<file path="src/rtl/mem_access_stage.sv">
// MEM stage: runs loads/stores over a req/ack data-memory port, stalls upstream while busy, loads MEM/WB.
// Optional macro MEM_ALIGN_CHECK_EN turns misaligned accesses into flagged bubbles instead of requests.
module mem_access_stage #(
    parameter int TIMEOUT = 16,
    parameter int CNT_W   = 5
) (
    input  logic        clk_i,
    input  logic        rst_i,
    input  logic [1:0]  WB_i,
    input  logic [2:0]  Mem_i,
    input  logic        zero_i,
    input  logic [31:0] alu_ans_i,
    input  logic [31:0] rtdata_i,
    input  logic [4:0]  WBreg_i,
    input  logic [31:0] pc_add4_i,
    output logic        dm_req_o,
    output logic        dm_we_o,
    output logic [31:0] dm_addr_o,
    output logic [31:0] dm_wdata_o,
    input  logic        dm_ack_i,
    input  logic [31:0] dm_rdata_i,
    output logic        stall_o,
    output logic        pcsrc_o,
    output logic [1:0]  WB_o,
    output logic [31:0] rdata_o,
    output logic [31:0] alu_ans_o,
    output logic [4:0]  WBreg_o,
    output logic [31:0] pc_add4_o,
    output logic        err_o,
    output logic        misalign_o,
    output logic [1:0]  state_o
);

    // Handshake: dm_req_o rises the cycle after an access is seen in IDLE and stays high, with
    // we/addr/wdata stable, until the cycle dm_ack_i pulses; an ack in any other cycle is ignored.
    typedef enum logic [1:0] {
        S_IDLE  = 2'd0,
        S_REQ   = 2'd1,
        S_ABORT = 2'd2
    } state_t;

    localparam logic [CNT_W-1:0] CNT_LAST = CNT_W'(TIMEOUT - 1);
    localparam logic [CNT_W-1:0] CNT_ONE  = CNT_W'(1);

    state_t           state_q, state_d;
    logic [CNT_W-1:0] cnt_q, cnt_d;
    logic             err_q, err_d;
    logic             mis_q, mis_d;
    logic [1:0]       wb_q, wb_d;
    logic [31:0]      rdata_q, rdata_d;
    logic [31:0]      alu_q, alu_d;
    logic [4:0]       wbreg_q, wbreg_d;
    logic [31:0]      pc4_q, pc4_d;
    logic             stall;
    logic             access;
    logic             misaligned;

    always_comb begin
        access = Mem_i[1] | Mem_i[0];
`ifdef MEM_ALIGN_CHECK_EN
        misaligned = access & (alu_ans_i[1:0] != 2'b00);
`else
        misaligned = 1'b0;
`endif
        state_d = state_q;
        cnt_d   = cnt_q;
        err_d   = err_q;
        mis_d   = 1'b0;
        stall   = 1'b0;
        // MEM/WB takes a bubble unless an instruction completes this cycle
        wb_d    = 2'b00;
        rdata_d = 32'h0;
        alu_d   = 32'h0;
        wbreg_d = 5'h0;
        pc4_d   = 32'h0;
        case (state_q)
            S_IDLE: begin
                if (access && !misaligned) begin
                    stall   = 1'b1;
                    state_d = S_REQ;
                    cnt_d   = '0;
                end else if (misaligned) begin
                    mis_d = 1'b1;
                end else begin
                    wb_d    = WB_i;
                    alu_d   = alu_ans_i;
                    wbreg_d = WBreg_i;
                    pc4_d   = pc_add4_i;
                end
            end
            S_REQ: begin
                if (dm_ack_i) begin
                    state_d = S_IDLE;
                    wb_d    = WB_i;
                    rdata_d = Mem_i[1] ? dm_rdata_i : 32'h0;
                    alu_d   = alu_ans_i;
                    wbreg_d = WBreg_i;
                    pc4_d   = pc_add4_i;
                end else begin
                    stall = 1'b1;
                    cnt_d = cnt_q + CNT_ONE;
                    if (cnt_q == CNT_LAST) begin
                        state_d = S_ABORT;
                    end
                end
            end
            S_ABORT: begin
                err_d   = 1'b1;
                state_d = S_IDLE;
            end
            default: state_d = S_IDLE;
        endcase
    end

    always_ff @(posedge clk_i) begin
        if (!rst_i) begin
            state_q <= S_IDLE;
            cnt_q   <= '0;
            err_q   <= 1'b0;
            mis_q   <= 1'b0;
            wb_q    <= 2'b00;
            rdata_q <= 32'h0;
            alu_q   <= 32'h0;
            wbreg_q <= 5'h0;
            pc4_q   <= 32'h0;
        end else begin
            state_q <= state_d;
            cnt_q   <= cnt_d;
            err_q   <= err_d;
            mis_q   <= mis_d;
            wb_q    <= wb_d;
            rdata_q <= rdata_d;
            alu_q   <= alu_d;
            wbreg_q <= wbreg_d;
            pc4_q   <= pc4_d;
        end
    end

    assign dm_req_o   = (state_q == S_REQ);
    assign dm_we_o    = Mem_i[0] & ~Mem_i[1];
    assign dm_addr_o  = {alu_ans_i[31:2], 2'b00};
    assign dm_wdata_o = rtdata_i;
    assign stall_o    = stall;
    assign pcsrc_o    = Mem_i[2] & zero_i;
    assign WB_o       = wb_q;
    assign rdata_o    = rdata_q;
    assign alu_ans_o  = alu_q;
    assign WBreg_o    = wbreg_q;
    assign pc_add4_o  = pc4_q;
    assign err_o      = err_q;
    assign misalign_o = mis_q;
    assign state_o    = state_q;

endmodule
</file>
<file path="config.mk">
export PLATFORM = sky130hd
export DESIGN_NAME = mem_access_stage
export DESIGN_NICKNAME = d
export VERILOG_FILES = /design/src/rtl/mem_access_stage.sv
export SDC_FILE = /design/constraint.sdc
export NUM_CORES = 1
export LEC_CHECK = 0
export BUFFER_PORTS_ARGS = -buffer_cell sky130_fd_sc_hd__buf_4
export CORE_AREA = 5 5 121 123
export DETAILED_ROUTE_END_ITERATION = 12
export DIE_AREA = 0 0 126 128
export PLACE_DENSITY_LB_ADDON = 0.12
export SYNTH_ARGS = -nofsm -noshare
export SYNTH_HDL_FRONTEND = slang
export SYNTH_SLANG_ARGS = --single-unit
</file>
<file path="constraint.sdc">
create_clock -name clk_i -period 2.7 [get_ports clk_i]
set_input_delay 0.27 -clock clk_i [delete_from_list [all_inputs] [get_ports clk_i]]
set_output_delay 0.27 -clock clk_i [all_outputs]
set_load 0.005 [all_outputs]
</file>
======== After elaboration in Yosys (flattened, before gate mapping) ========
Cells that the tools add are included.
word-level totals
  register bits after elaboration ......... 111
  input port bits ......................... 142
  logic and storage cells ................. 46
  output and inout port bits .............. 175
cells by class
  bitwise gates (word level) .............. 4
  equality and inequality tests ........... 6
  multiplexer cells ....................... 22
  add/sub/neg operators ................... 1
  reduce and logical (&&, ||, !) cells .... 5
operators by type and width
  operator                                               number
  2-to-1 mux 32 bit                                      4
  one-hot mux 32 bit (2 select lines)                    2
  2-to-1 mux 5 bit                                       4
  one-hot mux 5 bit (2 select lines)                     2
  2-to-1 mux 2 bit                                       5
  one-hot mux 2 bit (2 select lines)                     2
  adder 5 x 1 -> 5 bit, second input constant            1
  == test 5 x 4 -> 1 bit, second input constant          1
  inequality test 2 bit, second input constant           2
  AND reduction 4 bit                                    1
  inequality test 3 x 1 -> 1 bit, second input constant  1
  AND reduction 3 bit                                    1
  AND 1 bit                                              2
  == test 2 x 1 -> 1 bit, second input constant          1
  == test 2 bit, second input constant                   1
  logical NOT 2 bit                                      1
  2-to-1 mux 1 bit                                       2
  one-hot mux 1 bit (2 select lines)                     1
  AND reduction 2 bit                                    1
  nonzero test 2 bit                                     1
  inverter 1 bit                                         1
  bitwise OR 1 bit                                       1

======== Depth between registers and ports, before layout ========
  depth in word-level cells ............... 4
  depth in mapped cells ................... 5

======== Worst setup path after synthesis ========
No wires, ideal clock.
  kind .................................... reg-to-reg
  start ................................... register cnt_q[0]
  end ..................................... register cnt_q[4]
  path buffers ............................ 0
  arrival time ............................ 1,505 ps
  slack ................................... 1,119 ps
  stages on the path, launching flop included .. 6
  cell sequence ........................... dfxtp_1 > ha_1 > and3_1 > ha_1 > or4b_1 > a21boi_0
between the ends
  longest elaborated chain between the ends .. 3
ends and longest elaborated chain
  item                                RTL line  source
  from (decl)                         46        logic [CNT_W-1:0] cnt_q, cnt_d;
  from (signal assigned)              128       cnt_q <= cnt_d;
  adder 5 x 1 -> 5 bit                101       cnt_d = cnt_q + CNT_ONE;
  2-to-1 mux 5 bit                    92        if (dm_ack_i) begin
  one-hot mux 5 bit (2 select lines)  76        case (state_q)
Every way passes these cells. The select of a mux whose other input is x is not followed.
A chain may end at the register's enable or synchronous reset.

======== Worst setup path in the final report ========
  start ................................... register state_q[0], in the netlist state_o[0]
  end ..................................... output stall_o
between the ends
  longest elaborated chain between the ends .. 2
ends and longest elaborated chain
  item                                                                RTL line  source
  from (decl)                                                         45        state_t state_q, state_d;
  from (signal assigned)                                              127       state_q <= state_d;
  == test 2 x 1 -> 1 bit / logical NOT 2 bit (equally long branches)  76
  one-hot mux 1 bit (2 select lines) *                                76
  to (decl)                                                           22        output logic stall_o,
Every way passes the cells marked *; elsewhere a longest branch is shown, timed or not.

==> impl_results.md <==
- FMAX: 549 MHz
- Setup CP Type: reg2out
- Max layer used: met4
- Post-CTS Hold Fix Bufs: 0
- Die area: 16100 um^2
- Clk_lat worst skew: 340 ps
- Min Hold Slack: approximately 120 ps
- Core area: 13600 um^2
- Worst hold path type: in2reg
- CTS Root Cell: clkbuf_16
- Post-synth top area share: 60.0%
- Mapped cell area: about 3700 um^2
- GRT overflow: 0
- Delay of the slowest critical-path stage: between 500 and 600 ps
- Leak: roughly 0.0027 uW
- HP Start: pc_add4_i[13]
- Final period util: roughly two thirds
- Gp weighted congestion: 0.744
- CP delay by family, top: simple AND/OR/NAND/NOR gates
- First-pass GRT wire length: around 16000 um
- Critical path cell sequence: nor3_1 -> nor2_1 -> buf_4
- DP HPWL: roughly 9100 um
- RR Startpoint: state_o[0]$_SDFFE_PN0P_
- DP Area: roughly 5300 um^2
- Ports: approximately 320
- Yosys synthesis warning count: 0
- Met3 WL: approximately 1400 um
- Post-CTS setup buffer count: 0
- Height of the die: between 100 and 150 um
- WP data arrival: ~1600 ps
- WL per Instance: 15.8 um
- Via density: a little under 4
- PortBufs: 249
- Finished Cell Area: approximately 5600 um^2
- Req. time, crit path: between 2000 and 2500 ps
- DR iter-0 viols: 74
- Crit path time final: 1820 ps
- FF-to-FF path depth: 3
- Reg clk slew, reported paths: 70 ps
- Initial antenna violation count: 0
- Yosys cell types: 33
- Share of layout cells above drive strength 1: between 50% and 60%
- Area grow syn2layout: 50.7%
- Final hold violation count: 0
- DRT Wirelength: 11100 um
- Seq/Total Area, Yosys: 60.0%
- Fin Clk Skew: between 7 and 8 ps
- Antenna cell count: 0
- Slew Viols, Final: 0
- Std cell rows: between 40 and 50
- DRT met1 WL: about 3500 um
- Most frequent cells after synthesis: dfxtp_1 (111), and2_1 (104), buf_4 (65)
- CTS tree: done
- Cell with the most instances after synthesis: dfxtp_1
- Initial core utilization: ~27%
- Pwr/cell area: ~610 nW/um^2
- Max_cap viols: 0
- Crit end category: primary output
- DIE WIDTH: 126 um
- Router iterations before antenna repair: 4
- Clk buf depth: 2
- Hold path depth: 2
- Synth top area cells: dfxtp_1 (60%), and2_1 (18%), buf_4 (13%), clkbuf_2 (1.1%), ha_1 (0.68%)
- CTS H-tree depth: 3
- Least-Margin Pin Slew: 768 ps
- Slowest-stage cell, CP: nor3_1
- Antenna Violating Nets Remaining: 0
- R2R Path End: rdata_o[22]$_SDFF_PN0_
- Hold Path Sink: pc_add4_o[13]$_SDFF_PN0_
- Post-synthesis instance total: around 330
- Routed vias: 2720
- Type of origin of the critical path: flip-flop
- CTS Buf Count: 9
- Worst-path maximum fanout: 15
- R2R setup slack: just under 900 ps
- Most used DFF post-synth: dfxtp_1
- Placed Cells: roughly 690
- Outcome: finished, final reports clean
- Nets: approximately 660
- CTS Sinks: 111
- Post-synthesis async set-or-reset flop share: 0%
- Seq cells post-synth: between 100 and 150
- CTS resizes: 0
- Mean Syn Cell Area: roughly 11 um^2
- Non-filler cells, final: around 700
- DRC: 0
- Peak supply drop: ~0.24 mV
- Pwr Total: approximately 3400 uW
- Routed wl met2: roughly 6000 um
- Relative slew margins: approximately half
- Setup TNS: 0 ps
- Total GRT Usage: between 10% and 20%
- Unrepaired setup endpoints after global routing: false
- Final setup fails: 0
- Worst path bufs/invs: 1
- Yosys top cell by area: dfxtp_1
- Number of flops mapped to enable cells by yosys: 0
- Pin count of the biggest net entering global routing: approximately 70
- Number of global-route vias before repair: 2589
-- how the worst max path moves through the flow --
stage	cells past startpoint	slack [ps]	start	endpoint
floorplan	5	1120	cnt_q[0]$_SDFFE_PN0P_	cnt_q[4]$_SDFFE_PN0P_
global placement	3	900	state_o[0]$_SDFFE_PN0P_	rdata_o[31]$_SDFF_PN0_
detailed placement	3	850	state_o[0]$_SDFFE_PN0P_	rdata_o[29]$_SDFF_PN0_
CTS	3	840	state_o[0]$_SDFFE_PN0P_	rdata_o[29]$_SDFF_PN0_
global route	3	610	state_o[0]$_SDFFE_PN0P_	rdata_o[0]$_SDFF_PN0_
finish	3	880	state_o[0]$_SDFFE_PN0P_	stall_o
-- worst reg2reg max path, stage by stage, from the launching register on --
cell and delay (ps):
dfxtp_1 570, nor2b_1 240, and4_1 730, and2_1 230
-- metrics by stage --
stage / setup WS (ps) / util (%)
finish: 878 / 41.1
global route: 615 / 41.1
CTS: 835 / 41.1
detailed placement: 851 / 38.9
global placement: 903 / 38.9
floorplan: 1120 / -
-- cell families after synthesis --
family	after synthesis	share of synthesized area (%)
adders and majority gates	2	0.676
and+or+nand+nor	124	21.3
buffers and inverters	78	14.8
AOI/OAI and AO/OA	14	2.84
other	1	0.101
xor gates and xnor gates	1	0.237
DFF	111	60.0
-- power breakdown --
| group | switching [uW] | total, uW | internal [uW] |
|---|---|---|---|
| Sequential | 17.8 | 1710 | 1690 |
| Clock | 596 | 1350 | 755 |
| Combinational | 109 | 331 | 222 |
| Total | 723 | 3390 | 2670 |
-- cells in the final DEF (no fill, tap or decap), types with 2 or more instances in the layout --
master / count
o21ai_0: 3
clkbuf_16: 9
or4b_1: 2
ha_1: 2
conb_1: 3
nand2b_1: 2
clkinv_4: 2
o31ai_1: 2
a21boi_0: 3
nor2b_1: 4
and2_1: 104
dfxtp_1: 111
nor2_1: 2
buf_4: 250
-- sequential cells by signal, summed over array words and instances, names as in the netlist --
name and cells:
cnt_q 5, pc_add4_o 32, WBreg_o 5, alu_ans_o 32, state_o 2, WB_o 2, err_o 1, rdata_o 32
-- layer usage --
metal  GRT usage, %  vias up
li1               -     1336
met1           12.3     1185
met2           22.9      184
met3           6.83       15
met4           5.99        0
met5              0        -
-- cell type report --
cell class              instances  area (um^2)
clock buffers                  11          243
clock inverters                 5         68.8
fillers                      1339         7980
inverters                       1         3.75
multi-input cells             144          940
flip-flops and latches        111         2220
well taps                     180          225
repair buffers                250         1880
Note: power is estimated with default switching activity, not from simulation.
